$ cat config.mk
export PLATFORM = sky130hd
export DESIGN_NAME = cross_bar_slave_port
export DESIGN_NICKNAME = d
export VERILOG_FILES = /design/src/rtl/cross_bar_slave_port.sv
export SDC_FILE = /design/constraint.sdc
export NUM_CORES = 1
export LEC_CHECK = 0
export CAP_MARGIN = 10
export CORE_AREA = 4 4 156 158
export CTS_CLUSTER_DIAMETER = 40
export DETAILED_ROUTE_END_ITERATION = 8
export DIE_AREA = 0 0 160 162
export HOLD_SLACK_MARGIN = 0.02
export PLACE_DENSITY = 0.79
export SETUP_SLACK_MARGIN = 0.15
export SLEW_MARGIN = 10
export SYNTH_ARGS = -nofsm -noshare
export SYNTH_HDL_FRONTEND = slang
export SYNTH_SLANG_ARGS = --single-unit
$ cat constraint.sdc
create_clock -name clk -period 2.75 [get_ports clk]
set_clock_uncertainty 0.05 [all_clocks]
set_input_delay 0.275 -clock clk [delete_from_list [all_inputs] [get_ports clk]]
set_output_delay 0.275 -clock clk [all_outputs]
set_load 0.02 [all_outputs]
$ cat src/rtl/cross_bar_slave_port.sv
// ---------------------------------------------------------------------------
// cross_bar_slave_port
//
// This is the slave-side stage of the cross bar, placed after
// cross_bar_rr_arbiter. It takes the arbiter's one-hot grant and locks onto
// the granted master. It then sends that master's command to one slave and
// returns ack, completion and read data to the same master. Only one
// transaction is in flight at a time, and the grant is ignored while busy.
//
// Optional feature: define CROSS_BAR_TIMEOUT_EN to enable a response
// watchdog. If s_resp does not arrive within TIMEOUT cycles of RESP, the
// watchdog ends the transaction with m_err = 1 and m_rdata = 0.
//
// Ports
//   clk      clock
//   aresetn  asynchronous active-low reset
//   grant    one-hot grant from the arbiter
//   m_req    per-master request, held until that master's m_ack
//   m_cmd    per-master command (1 = write, 0 = read)
//   m_addr   per-master address
//   m_wdata  per-master write data
//   m_ack    one-cycle pulse: command accepted by the slave
//   m_resp   one-cycle pulse: transaction complete
//   m_err    valid with m_resp: 1 = aborted by the watchdog
//   m_rdata  read data, broadcast, valid in the m_resp cycle
//   s_req    slave command valid
//   s_cmd    slave command
//   s_addr   slave address
//   s_wdata  slave write data
//   s_ack    slave accepts the command (handshake = s_req & s_ack)
//   s_resp   slave completion strobe, one cycle
//   s_rdata  slave read data, valid with s_resp
// ---------------------------------------------------------------------------
package cross_bar_pkg;
  localparam int MASTER_N = 4;
endpackage

module cross_bar_slave_port #(
  parameter int MASTER_N = cross_bar_pkg::MASTER_N,
  parameter int ADDR_W   = 32,
  parameter int DATA_W   = 32,
  parameter int TIMEOUT  = 255
) (
  input  logic                           clk,
  input  logic                           aresetn,
  input  logic [MASTER_N-1:0]            grant,
  input  logic [MASTER_N-1:0]            m_req,
  input  logic [MASTER_N-1:0]            m_cmd,
  input  logic [MASTER_N-1:0][ADDR_W-1:0] m_addr,
  input  logic [MASTER_N-1:0][DATA_W-1:0] m_wdata,
  output logic [MASTER_N-1:0]            m_ack,
  output logic [MASTER_N-1:0]            m_resp,
  output logic                           m_err,
  output logic [DATA_W-1:0]              m_rdata,
  output logic                           s_req,
  output logic                           s_cmd,
  output logic [ADDR_W-1:0]              s_addr,
  output logic [DATA_W-1:0]              s_wdata,
  input  logic                           s_ack,
  input  logic                           s_resp,
  input  logic [DATA_W-1:0]              s_rdata
);

  typedef enum logic [1:0] {IDLE, CMD, RESP} state_t;

  state_t              state;
  logic [MASTER_N-1:0] sel;         // one-hot owner of the current transaction
  logic                resp_pend;   // s_resp seen together with s_ack in CMD
  logic [DATA_W-1:0]   pend_rdata;  // read data captured with that early s_resp

  logic                grant_valid;
  logic                gnt_cmd;
  logic [ADDR_W-1:0]   gnt_addr;
  logic [DATA_W-1:0]   gnt_wdata;

  // Because the grant is one-hot, an OR-reduction over the masked
  // per-master buses acts as the selection mux.
  // NOTE: combinational logic uses blocking '=' with a default on every path
  // first, so no signal keeps an old value and no latch is inferred.
  always_comb begin
    gnt_cmd   = 1'b0;
    gnt_addr  = '0;
    gnt_wdata = '0;
    for (int i = 0; i < MASTER_N; i++) begin
      if (grant[i]) begin
        gnt_cmd   = gnt_cmd | m_cmd[i];
        gnt_addr  = gnt_addr | m_addr[i];
        gnt_wdata = gnt_wdata | m_wdata[i];
      end
    end
  end

  // A grant is accepted only when it is one-hot and that master is requesting.
  assign grant_valid = $onehot(grant) && ((grant & m_req) != '0);

`ifdef CROSS_BAR_TIMEOUT_EN
  localparam int              CNT_W    = $clog2(TIMEOUT + 1);
  // The last RESP cycle with no s_resp before the watchdog fires.
  localparam logic [CNT_W-1:0] TMO_LAST = CNT_W'(TIMEOUT - 1);
  logic [CNT_W-1:0] tmo_cnt;
`else
  assign m_err = 1'b0;
`endif

  // NOTE: sequential state uses non-blocking '<=' only, so every register
  // samples the values from before the clock edge.
  always_ff @(posedge clk or negedge aresetn) begin
    if (!aresetn) begin
      // NOTE: the datapath registers are also reset. This makes every
      // output 0 out of reset, not just the control bits.
      state      <= IDLE;
      sel        <= '0;
      resp_pend  <= 1'b0;
      pend_rdata <= '0;
      m_ack      <= '0;
      m_resp     <= '0;
      m_rdata    <= '0;
      s_req      <= 1'b0;
      s_cmd      <= 1'b0;
      s_addr     <= '0;
      s_wdata    <= '0;
`ifdef CROSS_BAR_TIMEOUT_EN
      m_err      <= 1'b0;
      tmo_cnt    <= '0;
`endif
    end else begin
      // The ack and response outputs are single-cycle pulses.
      m_ack  <= '0;
      m_resp <= '0;
`ifdef CROSS_BAR_TIMEOUT_EN
      m_err  <= 1'b0;
`endif
      unique case (state)
        IDLE: begin
          if (grant_valid) begin
            sel       <= grant;
            s_cmd     <= gnt_cmd;
            s_addr    <= gnt_addr;
            s_wdata   <= gnt_wdata;
            s_req     <= 1'b1;
            resp_pend <= 1'b0;
            state     <= CMD;
          end
        end

        CMD: begin
          if (s_ack) begin
            s_req      <= 1'b0;
            m_ack      <= sel;
            // An s_resp in the same cycle as s_ack is stored here. It then
            // completes in the first RESP cycle, so m_resp comes right
            // after m_ack.
            resp_pend  <= s_resp;
            pend_rdata <= s_rdata;
`ifdef CROSS_BAR_TIMEOUT_EN
            tmo_cnt    <= '0;
`endif
            state      <= RESP;
          end
        end

        RESP: begin
          if (resp_pend || s_resp) begin
            m_resp    <= sel;
            // Writes leave the broadcast read data unchanged.
            if (!s_cmd) m_rdata <= resp_pend ? pend_rdata : s_rdata;
            resp_pend <= 1'b0;
            state     <= IDLE;
          end
`ifdef CROSS_BAR_TIMEOUT_EN
          else if (tmo_cnt == TMO_LAST) begin
            m_resp  <= sel;
            m_err   <= 1'b1;
            m_rdata <= '0;
            state   <= IDLE;
          end else begin
            tmo_cnt <= tmo_cnt + CNT_W'(1);
          end
`endif
        end

        default: state <= IDLE;
      endcase
    end
  end

endmodule
* Word-level counts from Yosys, hierarchy flattened *
Index checks and enable logic that the tools add are counted.

word-level totals
  output and inout bits = 107
  register bits after elaboration = 145
  word-level logic and storage cells = 71

cells by class
  $add $sub $neg = 3
  reductions and logical operators = 12
  equal/unequal tests = 6
  multiplexer cells = 28
  bitwise operators = 11

operator list
  cell                                                                   number
  32-bit two-way mux                                                     9
  32-bit OR                                                              6
  4-bit two-way mux                                                      4
  1-bit two-way mux                                                      9
  3-bit AND reduction                                                    3
  2-bit two-way mux                                                      3
  2-bit inequality test, second input constant                           3
  2-bit case mux with 3 select lines                                     1
  1-bit by 1-bit adder with 2-bit output                                 2
  4-bit AND                                                              1
  2-bit AND reduction                                                    2
  4-bit AND reduction                                                    1
  4-bit nonzero test                                                     1
  2-bit by 2-bit adder with 3-bit output                                 1
  3-bit by 1-bit equality test with 1-bit output, second input constant  1
  1-bit OR                                                               3
  1-bit case mux with 3 select lines                                     1
  3-bit nonzero test                                                     1
  2-bit by 1-bit equality test with 1-bit output, second input constant  1
  2-bit equality test, second input constant                             1
  2-bit logical NOT                                                      1
  1-bit case mux with 2 select lines                                     1
  2-bit nonzero test                                                     1
  1-bit logical AND                                                      1
  other kinds (2)                                                        2

* Longest topological paths before layout *
Gate-level depths: netlist of run 1.

  depth after elaboration = 7
  gate-level depth with buffers = 11

* Least setup slack after synthesis of run 1 *
No wires, ideal clock.

  path kind = input to register
  from = input port grant[0]
  to = register s_addr[0]
  arrival time = 3.430 ns
  cell stages on the path = 11
  path slack = -0.855 ns
  buffers on the path = 3
  cells stage by stage = clkbuf_1 -> buf_1 -> inv_1 -> fa_1 -> inv_1 -> ha_1 -> ha_1 -> or4b_4 -> a211oi_4 -> buf_6 -> mux2_4

between the ends
  word-level cells in the longest chain between the ends = 7
  elaborated cells on any way between the ends = 14

ends and longest elaborated chain
  element                                                                                         RTL line  source
  from (decl)                                                                                     46        input logic [MASTER_N-1:0] grant,
  parallel branches: the longest is 7 deep, another holds 2-bit by 2-bit adder with 3-bit output  -
  to (signal assigned)                                                                            138       s_addr <= gnt_addr;
  to (decl)                                                                                       57        output logic [ADDR_W-1:0] s_addr,

Several ways; the timed one is not identified.
A chain may end at the register's enable or synchronous reset.

* Worst setup path after layout of run 1 *
  from = input port grant[1]
  to = register s_wdata[1]

between the ends
  word-level cells in the longest chain between the ends = 5
  elaborated cells on any way between the ends = 12

ends and longest elaborated chain
  element                                                                                                    RTL line  source
  1-bit by 1-bit adder with 2-bit output (not written as such) / 32-bit two-way mux (equally long branches)  94, 85
  2-bit by 2-bit adder with 3-bit output (not written as such) / 32-bit OR (equally long branches)           94, 88
  3-bit by 1-bit equality test with 1-bit output / 32-bit two-way mux (equally long branches)                94, 85
  1-bit logical AND / 32-bit OR (equally long branches)                                                      94, 88
  2-bit AND reduction (no line) / 32-bit two-way mux (equally long branches)                                 -
  to (signal assigned)                                                                                       139       s_wdata <= gnt_wdata;
  to (decl)                                                                                                  58        output logic [DATA_W-1:0] s_wdata,

Parallel ways exist; a longest one is shown, timed or not.

==> out/results.ini, run 1 <==
[placed_design]
gp_congestion=0.827
placed_area_sq_um=11900
dp_cells=1272
numPortBuffers=409
dpl.hpwl_microns=21400

[clocking]
clock_path_buffers=2
htree_num_levels=4
clkLatencyLatePin_ns=0.41
cts_buffers=17
cts_sinks=145
cts_tree=done
clock-root-buffer=clkbuf_16
clk_pin_slew_ns=0.06

[route]
wl_met1_microns=10800
num_vias=6576
first_iter_violations=336
wl_microns=27700
wl_per_cell_microns=21.0
firstDrtPassIters=5
drcViolationCount=0
vias_per_cell=4.99
route.met3.wl_microns=1900
ant_nets=0
top_layer_used=met4
routed-wl-met2_microns=14200

[grt]
grt_max_degree=73
overflow=0
grt_pass1_vias=7045
grt_antenna_before_repair=2
grt_pass1_wl_microns=40500
grtUsageTotal_pct=20.3

[yosys]
synth_seq_area_share_pct=49.3
synth_area_sq_um=7360
synth_area_leaders=dfrtp_1 (49%), mux2_2 (19%), a22oi_1 (13%)
avgSynthCellArea_sq_um=12.4
synthArstFlopShare_pct=100
synthFlopType=dfrtp_1
synth_cell_types=30
synth_cells=593
ys_warn_count=0
yosys-top-cells-count=dfrtp_1 (145), a22oi_1 (132), mux2_2 (121)
synth-edff-count=0
syn-num-nets=900
yosys_register_bits=145
yosysTopAreaCellShare_pct=49.3
synth.largest_area_cell=dfrtp_1
synthMostInstantiatedCell=dfrtp_1

[die]
pin_count=411
rows=56
die_h_microns=162
start_util_pct=31.8
core_region_area_sq_um=23100
die_area_sq_um=25900
die_w_microns=160

[setup_path]
worstSetupPathType=in -> reg
required_ns=3.00
cp-start-kind=input pin
crit_arrival_ns=2.86
end_kind=flop
worstPathMaxFanout=8

[sta]
fin_crit_ns=2.61
max_freq_mhz=383
drv_slew=0
finalSetupViolCount=0
rsz0062_at_grt=yes
period_share_pct=95.0
hold_violations=0
slew_headroom_pct=41.2
worst_pin_slew_ns=0.859

[finish]
nets=1321
drive_above_1_share_pct=24.1
fin_area_sq_um=12800
areaGrowthSynthToFinish_pct=74.5
final_cells=1319

[power_and_ir_drop]
ir_worst_vdd_uv=356
leakagePower_uw=0.00536
p_per_area_nw_per_um2=901

[min_path]
hold_class=in -> reg

[flow_run]
cap_violations=0

[run_status]
outcome=completed

==> final cells by class <==
type                            instances  area [sq um]
Antenna cell                            2          5.00
Clock buffer                           17           425
Clock inverter                         15           218
Fill cell                            1927         10300
Inverter                               10          42.5
Multi-Input combinational cell        391          3550
Sequential cell                       145          3630
Tap cell                              290           363
Timing Repair Buffer                  449          4610
==> stage by stage <==
step                setup slack, ns  utilization, %  power (uW)  setup TNS [ns]  hold slack, ns
global route                 0.0837            55.5       12100               0           0.235
global placement             -0.247            51.3        8780          -13.98           0.280
detailed placement           -0.263            51.3        8900          -15.40           0.289
CTS                           0.184            54.1       11500               0           0.227
floorplan                    -0.349               -        6290          -23.32         -0.0706
finish                        0.137            55.5       11600               0           0.245
==> path summary, 6_finish.rpt <==
| kind | slack, ns | endpoint | depth (start not counted) | startpoint |
|---|---|---|---|---|
| setup / recovery | 0.14 | s_wdata[1] | 12 | grant[1] |
| hold / removal | 0.24 | sel[0] | 4 | grant[0] |
| setup reg to reg | 0.50 | s_wdata[1] | 6 | state[0] |
| hold reg to reg | 0.45 | pend_rdata[10] | 1 | pend_rdata[10] |
| max in group asynchronous | 1.42 | s_addr[18] | 3 | aresetn |
| min in group asynchronous | 0.40 | m_rdata[9] | 2 | aresetn |
==> state kept, by name, indices dropped and copies added (netlist names), 2 cells and up <==
signal      cells
s_wdata        32
m_rdata        32
pend_rdata     32
state           2
m_ack           4
sel             4
s_addr         32
m_resp          4
==> cell usage in the layout, fill, tap and decap left out, drive strengths merged <==
cell type / Yosys / layout
a2111oi: 1 / 1
a211oi: 1 / 1
a21o: 1 / 1
a22oi: 132 / 132
a31oi: 1 / 1
and4b: 1 / 1
buf: 31 / 40
bufinv: 0 / 3
clkbuf: 16 / 21
clkdlybuf4s50: 0 / 404
clkinv: 0 / 4
conb: 1 / 1
dfrtp: 145 / 145
diode: 0 / 2
dlygate4sd3: 0 / 1
fa: 1 / 1
ha: 2 / 2
inv: 10 / 18
mux2: 162 / 162
mux2i: 3 / 3
nand2: 66 / 66
nand2b: 2 / 2
nand3b: 1 / 1
nor2: 6 / 6
nor3: 5 / 5
nor3b: 1 / 1
o21ai: 1 / 1
o31ai: 1 / 1
or2: 1 / 1
or4b: 1 / 1
==> what timing repair did <==
| action | 4_1_cts | 5_1_grt |
|---|---|---|
| gates resized for setup | 0 | 43 |
| setup endpoints to repair | 0 | 62 |
| hold buffers | 1 | 0 |
| hold endpoints to repair | 70 | 0 |
| setup buffers | 0 | 8 |
==> cell families after synthesis <==
logic type | after synthesis | share of synthesized area (%)
mux | 165 | 27.2
flops | 145 | 49.3
compound gates | 138 | 14.2
simple gates | 84 | 4.81
buf+inv | 57 | 3.74
fa+ha+maj | 3 | 0.612
other cells | 1 | 0.0510
==> where the power goes <==
group	internal [uW]	total [uW]	switching [uW]
combinational	3090	5380	2290
sequential	3130	3700	573
clock	1480	2500	1020
total	7690	11600	3880
==> worst max-delay path, stage by stage <==
cell	delay, ns
buf_8	0.08
inv_4	0.03
fa_1	0.54
inv_2	0.05
ha_4	0.16
ha_4	0.21
or4b_4	0.49
a211oi_4	0.29
buf_4	0.17
buf_8	0.12
clkbuf_16	0.16
mux2_4	0.30
==> routing by layer <==
layer	vias up	global-route usage, %
li1	3059	-
met1	3210	24.1
met2	267	35.2
met3	40	5.20
met4	0	7.94
met5	-	0
Note: power is estimated with default switching activity, not from simulation.
==> run 2, diff against run 1 <==
- TNS_END_PERCENT: default -> 1
==> run 2 against run 1 <==
Effect of this change: sequential share of layout area is 0.83 points higher; utilization is 1.6 points lower; global-route usage is 0.26 points lower; hold slack worse by 0.043 ns; sequential power hardly changed; critical path depth is 1 lower; worst setup slack better by 0.040 ns; cell count is 1.4% lower; combinational power is 4.6% lower; flip-flop and latch count stayed put; power is 3.3% lower; die area stayed put; highest routed layer unchanged.
==> out/results.ini, run 2 (synthesis results as in run 1) <==
[finish]
drive_above_1_share_pct=22.7
nFillCells=2010
final_common_cell=clkdlybuf4s50_1
diodes=0
mostFrequentLayoutCells=clkdlybuf4s50_1 (404), dfrtp_1 (145), a22oi_1 (132), mux2_2 (121), nand2_1 (66)
final_cells=1301
nets=1305
areaGrowthSynthToFinish_pct=69.5

[route]
wl_microns=26900
ant_nets=0
first_iter_violations=335
wl_per_cell_microns=20.7
firstDrtPassIters=4
vias_per_cell=4.96
drcViolationCount=0
num_vias=6452

[setup_path]
crit_arrival_ns=2.82
reg2reg_to=s_wdata[24]
required_ns=3.00
worstSetupStartpoint=grant[0]
cp-start-kind=input pin
end_kind=flop
regToRegSetupSlack_ns=0.63
worstSetupPathType=in -> reg
r2r-start=state[0]
rr_worst_depth=5
worstPathMaxFanout=13
endpoint=s_wdata[24]

[power_and_ir_drop]
p_per_area_nw_per_um2=898
leakagePower_uw=0.00514
ir_worst_vdd_uv=368

[sta]
setup_slack_ns=0.177
max_freq_mhz=389
rsz0062_at_grt=yes
hold_violations=0
drv_slew=0
finalSetupViolCount=0
worst_pin_slew_ns=0.729
fin_crit_ns=2.57
slew_headroom_pct=50.1
period_share_pct=93.5

[clocking]
clock_path_buffers=2
cts_tree=done
htree_num_levels=4
clock-root-buffer=clkbuf_16
cts_sinks=145
clkLatencyLatePin_ns=0.42
cts_setup_buffers=0
cts_buffers=17
clk_pin_slew_ns=0.06

[die]
core_region_area_sq_um=23100
die_h_microns=162
start_util_pct=31.8
rows=56
die_w_microns=160
pin_count=411
die_area_sq_um=25900

[placed_design]
numPortBuffers=409
dp_cells=1268
dpl.hpwl_microns=21000
gp_congestion=0.818
post-place-ws_ns=-0.274

[run_status]
outcome=completed

[flow_run]
cap_violations=0

[grt]
grt_max_degree=70
overflow=0
grt_antenna_before_repair=0
grt_pass1_wl_microns=39900
grt_pass1_vias=6957
grtUsageTotal_pct=20.0

[min_path]
hold_class=in -> reg

==> run 2: cell types whose count changed in the layout (fill, tap and decap cells not counted), sizes merged <==
cell      previous run  this run
clkinv               4         3
clkinvlp             0         2
clkbuf              21        17
diode                2         0
bufinv               3         2
buf                 40        28
==> run 2: layer usage <==
metal / up-vias / wire (microns) / GRT usage (%)
met5: - / 0 / 0
met4: 0 / 603 / 5.91
met3: 37 / 2360 / 7.13
met2: 269 / 13700 / 35.1
met1: 3124 / 10200 / 23.1
li1: 3022 / - / -
==> run 2: stage by stage <==
stage          hold slack (ns)  util (%)  power [uW]  setup TNS [ns]  area, sq um
2_1_floorplan          -0.0706         -        6280          -23.31         7440
3_3_place_gp             0.154      51.2        8750          -12.87        11800
3_5_place_dp             0.155      51.2        8870          -14.51        11800
4_1_cts                  0.188      53.9       11300               0        12500
5_1_grt                  0.204      53.9       11800               0        12500
6_report                 0.201      53.9       11200               0        12500
==> run 2: worst min-delay path by stage <==
stage / end / cells past startpoint / slack (ns) / start
final: sel[1] / 4 / 0.20 / grant[1]
after global routing: sel[1] / 4 / 0.20 / grant[1]
after CTS: sel[1] / 4 / 0.19 / grant[1]
after detailed placement: m_rdata[11] / 1 / 0.16 / aresetn
after global placement: m_rdata[11] / 1 / 0.15 / aresetn
after floorplan: m_ack[0] / 0 / -0.07 / aresetn
==> run 2: final cells by class <==
class                   instances  area [sq um]  share of cell area, %
inverters                      10          40.0                  0.321
well taps                     290           363                   2.91
clock buffers                  17           425                   3.41
clock inverters                15           194                   1.55
repair buffers                433          4350                   34.9
multi-input cells             391          3470                   27.8
flip-flops and latches        145          3630                   29.1
==> run 2: repair_timing <==
| item | CTS | global route |
|---|---|---|
| hold buffers | 1 | 0 |
| endpoints found under the hold margin | 39 | 0 |
| setup endpoints to repair | 0 | 35 |
| gates resized for setup | 0 | 1 |
==> run 2: report_power, final <==
part / switching [uW] / internal [uW] / leakage, uW / total [uW]
clock: 1000 / 1390 / 0.000297 / 2390
sequential: 552 / 3120 / 0.00170 / 3680
combinational: 2240 / 2900 / 0.00315 / 5130
total: 3790 / 7410 / 0.00514 / 11200
==> run 2: critical path: stages <==
cell	delay, ns
buf_2	0.11
inv_4	0.04
fa_1	0.52
inv_1	0.04
ha_2	0.17
ha_4	0.21
or4b_4	0.52
a211oi_4	0.25
buf_12	0.19
buf_12	0.17
mux2_4	0.31
==> variant 1: new RTL, settings of run 1 <==
Encoding of `state_t`: now one-hot (3 bits for 3 states).
--- a/src/rtl/cross_bar_slave_port.sv
+++ b/src/rtl/cross_bar_slave_port.sv
@@ -61,7 +61,7 @@
   input  logic [DATA_W-1:0]              s_rdata
 );
 
-  typedef enum logic [1:0] {IDLE, CMD, RESP} state_t;
+  typedef enum logic [2:0] {IDLE = 3'b001, CMD = 3'b010, RESP = 3'b100} state_t;
 
   state_t              state;
   logic [MASTER_N-1:0] sel;         // one-hot owner of the current transaction
Behaviour: no difference found for any inputs over 4 cycles, from zero or initial values and one cycle with aresetn low; so few cycles prove little.
==> variant 1 against run 1 <==
  * Sequential cell count increased by 1
  * Total power down 17%
  * Final cell count grew 1.2%
  * First-iteration DRC count grew 53%
  * Worst setup slack improved by 0.21 ns
  * Wire length down 1.1%
  * Non-clock buffer count is 17 lower
  * Synthesized area down 6.1%
  * Cell area down 7.4%
  * Combinational power shrank 29%
  * Worst hold slack better by 0.12 ns
  * Critical endpoint is now s_addr[8]$_DFFE_PN0P_
  * Largest power group unchanged
==> variant 1: results (changes against run 1) <==
Worst Setup SP=grant[0]; CTS H-Tree Depth=4 (unchanged); Slew @ Worst Pin=0.7672 ns (-0.09213 ns); deepest clock path buffer count=2 (unchanged); post-synthesis adder-cell area fraction=0.6523% (+0.040 points); DP HPWL=21090 µm (-1.3%); vias in the first global route=7105 (+0.85%); met3 Resource Use GR=5.658% (+0.46 points); routability cong.=0.8622 (+4.3%); met3 WL=1975 µm (+4.1%); outcome=finished, final reports clean; Global Route met2 Usage=34.34% (-0.87 points); reg2reg start=state[0]$_DFFE_PN1P_; nets=1338 (+1.3%); Critical Path AT=2.68 ns (-0.18 ns); Unique masters post-synth=29 (-3.3%); IO buf count=409 (unchanged); mux cell area share after synthesis=10.65% (-17 points); Leak=4.739 nW (-12%); syn_nets=948 (+5.3%); switch share=34.68% (+1.1 points); RR Endpoint=s_addr[8]$_DFFE_PN0P_; # fillers=2063 (+7.1%); initial antenna violation count=1 (-1); Reg2Reg Setup Slack=0.70 ns (+0.20 ns); post-synthesis sequential area ratio=52.93% (+3.6 points); All-Layer GR Usage=20.44% (+0.18 points); synth top area cells=dfrtp_1 53%, a22oi_1 14%, a31oi_1 5.9%; met2 wire length=13430 µm (-5.1%); worst-path maximum fanout=17 (+9); share of layout cells above drive strength 1=9.962% (-14 points); Slowest Stage Delay on Critical Path=0.52 ns (-0.02 ns); first-pass GRT wire length=41230 µm (+1.7%); drt initial violations=515 (+53%); largest net degree at the start of global routing=68 (-6.8%); met1 GRT Util=25.62% (+1.5 points); DR WL/cell=20.49 µm (-2.3%); Synth Area in Compound Gates=23.30% (+9.1 points); Via density=5.129 (+2.9%); peak supply drop=0.3904 mV (+9.5%); # Post-CTS Setup Buffers=0 (unchanged); hold crit path type=in2async; synth cell count leaders=145 x dfrtp_1, 132 x a22oi_1, 101 x nor2_1, 65 x a31oi_1, 39 x clkbuf_1; Post-DP Area=11280 µm² (-4.9%); Post-Route M1 WL=11230 µm (+3.8%)
-- variant 1: cell count changes after synthesis, moves of 35 or more --
cell and delta:
nand2_1 -65, mux2_4 -40, a21oi_1 +35, nor2_1 +95, mux2_2 -89, a31oi_1 +64
-- variant 1: how the worst max path moves through the flow --
stage | depth (start not counted) | slack (ns) | to
after global placement | 12 | -0.01 | s_wdata[22]$_DFFE_PN0P_
after CTS | 12 | 0.35 | s_addr[8]$_DFFE_PN0P_
after floorplan | 12 | -0.16 | sel[2]$_DFFE_PN0P_
after global routing | 12 | 0.24 | s_wdata[17]$_DFFE_PN0P_
final | 12 | 0.35 | s_addr[8]$_DFFE_PN0P_
after detailed placement | 12 | -0.08 | s_addr[8]$_DFFE_PN0P_
-- variant 1: stage by stage --
stage	worst slack, ns	hold slack (ns)	utilization (%)	std cells
floorplan	-0.1571	-0.07059	-	641
global placement	-0.01002	0.2696	48.79	1301
detailed placement	-0.08200	0.2584	48.79	1301
CTS	0.3513	0.3861	51.40	1334
global route	0.2370	0.4239	51.41	1335
finish	0.3513	0.3622	51.41	1335
-- variant 1: power by group through the flow --
stage                     combinational [mW]  sequential [mW]  clock, mW
final                                   3.82             3.39       2.39
after global routing                    4.06             3.50       2.53
after CTS                               3.86             3.39       2.44
after detailed placement                3.85             3.43          0
after global placement                  3.78             3.38          0
after floorplan                         1.16             4.02          0
-- variant 1: area by class of cell --
cell class / instances / area, µm² / area share, %
timing repair buffer: 432 / 4300 / 36.17
sequential: 146 / 3656 / 30.75
multi-input combinational: 428 / 2949 / 24.81
clock buffer: 17 / 425.4 / 3.579
tap: 290 / 362.8 / 3.052
clock inverter: 15 / 168.9 / 1.421
inverter: 6 / 22.52 / 0.1895
antenna: 1 / 2.502 / 0.02105
==> variant 2: new RTL, config.mk and constraints of run 1 <==
Made on the original files. Set the parameter `ADDR_W` to 28 (it was 32).
--- a/src/rtl/cross_bar_slave_port.sv
+++ b/src/rtl/cross_bar_slave_port.sv
@@ -37,7 +37,7 @@
 
 module cross_bar_slave_port #(
   parameter int MASTER_N = cross_bar_pkg::MASTER_N,
-  parameter int ADDR_W   = 32,
+  parameter int ADDR_W   = 28,
   parameter int DATA_W   = 32,
   parameter int TIMEOUT  = 255
 ) (
Interface: changed (resized m_addr and s_addr); port bits go from 411 to 391. No check against the original RTL was run, so the function may have changed too.
==> variant 2 against run 1 <==
  * Die area did not move
  * Sequential cell count fell by 4
  * Global-route usage fell by 0.92 points
  * Sequential power fell by 3%
  * Total power fell by 6.7%
  * Worst setup slack improved by 0.038 ns
  * Largest power group unchanged
  * Critical path depth did not move
  * Synthesized area fell by 5.5%
  * First-iteration DRC count rose by 15%
  * Critical endpoint is now s_wdata[13]$_DFFE_PN0P_
  * Non-clock buffer count fell by 36
  * Wire length fell by 4.8%
  * Cell area fell by 5.8%
==> variant 2: results (changes against run 1) <==
outcome=finished, final reports clean; hold_sp=grant[3]; Global Route met2 Usage=32.62% (-2.6 points); met2 wire length=12950 µm (-8.5%); PostCTS Resize Cnt=14 (+14); # Post-CTS Setup Buffers=5 (+5); slew margin rel.=49.87% (+8.6 points); share of layout cells above drive strength 1=18.23% (-5.9 points); Mapped Avg Cell Area=12.13 µm² (-2.2%); drt initial violations=385 (+15%); nets=1249 (-5.5%); IO buf count=389 (-4.9%); Unique masters post-synth=29 (-3.3%); Worst Setup SP=grant[0]; synth top area cells=dfrtp_1 51%, mux2_2 14%, a22oi_1 13%; initial antenna violation count=5 (+3); All-Layer GR Usage=19.34% (-0.92 points); Post-DP Area=11200 µm² (-5.6%); routability cong.=0.8305 (+0.46%); via count=6287 (-4.4%); sw power=3.621 mW (-6.8%); met1 GRT Util=23.68% (-0.47 points); Reg2Reg Setup Slack=0.62 ns (+0.12 ns); first-pass GRT wire length=39180 µm (-3.3%); Hold Crit Depth=3 (-1); largest net degree at the start of global routing=76 (+4.1%); CP Capture Point=s_wdata[13]$_DFFE_PN0P_; WL final=26350 µm (-4.8%); hold slack final=0.07378 ns (-0.1710 ns); peak supply drop=0.5717 mV (+60%); post-synthesis adder-cell area fraction=0.6479% (+0.036 points); Multi-input comb cells=375 (-4.1%); hold path endpoint=sel[3]$_DFFE_PN0P_; Buffers excl. clock=413 (-8.0%); Signal buf overhead=35.22% (-0.70 points); DP HPWL=19330 µm (-9.6%); syn_nets=864 (-4.0%); met3 Resource Use GR=6.470% (+1.3 points); reg2reg start=state[1]$_DFFE_PN0P_
-- variant 2: worst register-to-register path, stage by stage (launching register included) --
cell and delay, ns:
dfrtp_1 0.45, or4b_4 0.58, a211oi_4 0.23, buf_6 0.16, buf_12 0.11, buf_16 0.13
mux2_4 0.30
-- variant 2: power groups by stage --
stage	combinational, mW	clock [mW]	sequential, mW
global route	5.09	2.54	3.71
CTS	4.83	2.45	3.58
finish	4.84	2.38	3.58
global placement	4.58	0	3.57
detailed placement	4.67	0	3.59
floorplan	1.56	0	4.31
-- variant 2: stage by stage --
step / std cells / worst slack [ns] / setup TNS (ns)
2_1_floorplan: 573 / -0.3205 / -17.79
6_report: 1263 / 0.1744 / 0
5_1_grt: 1263 / 0.1388 / 0
3_5_place_dp: 1217 / -0.4118 / -24.63
4_1_cts: 1259 / 0.1346 / 0
3_3_place_gp: 1217 / -0.3651 / -22.88
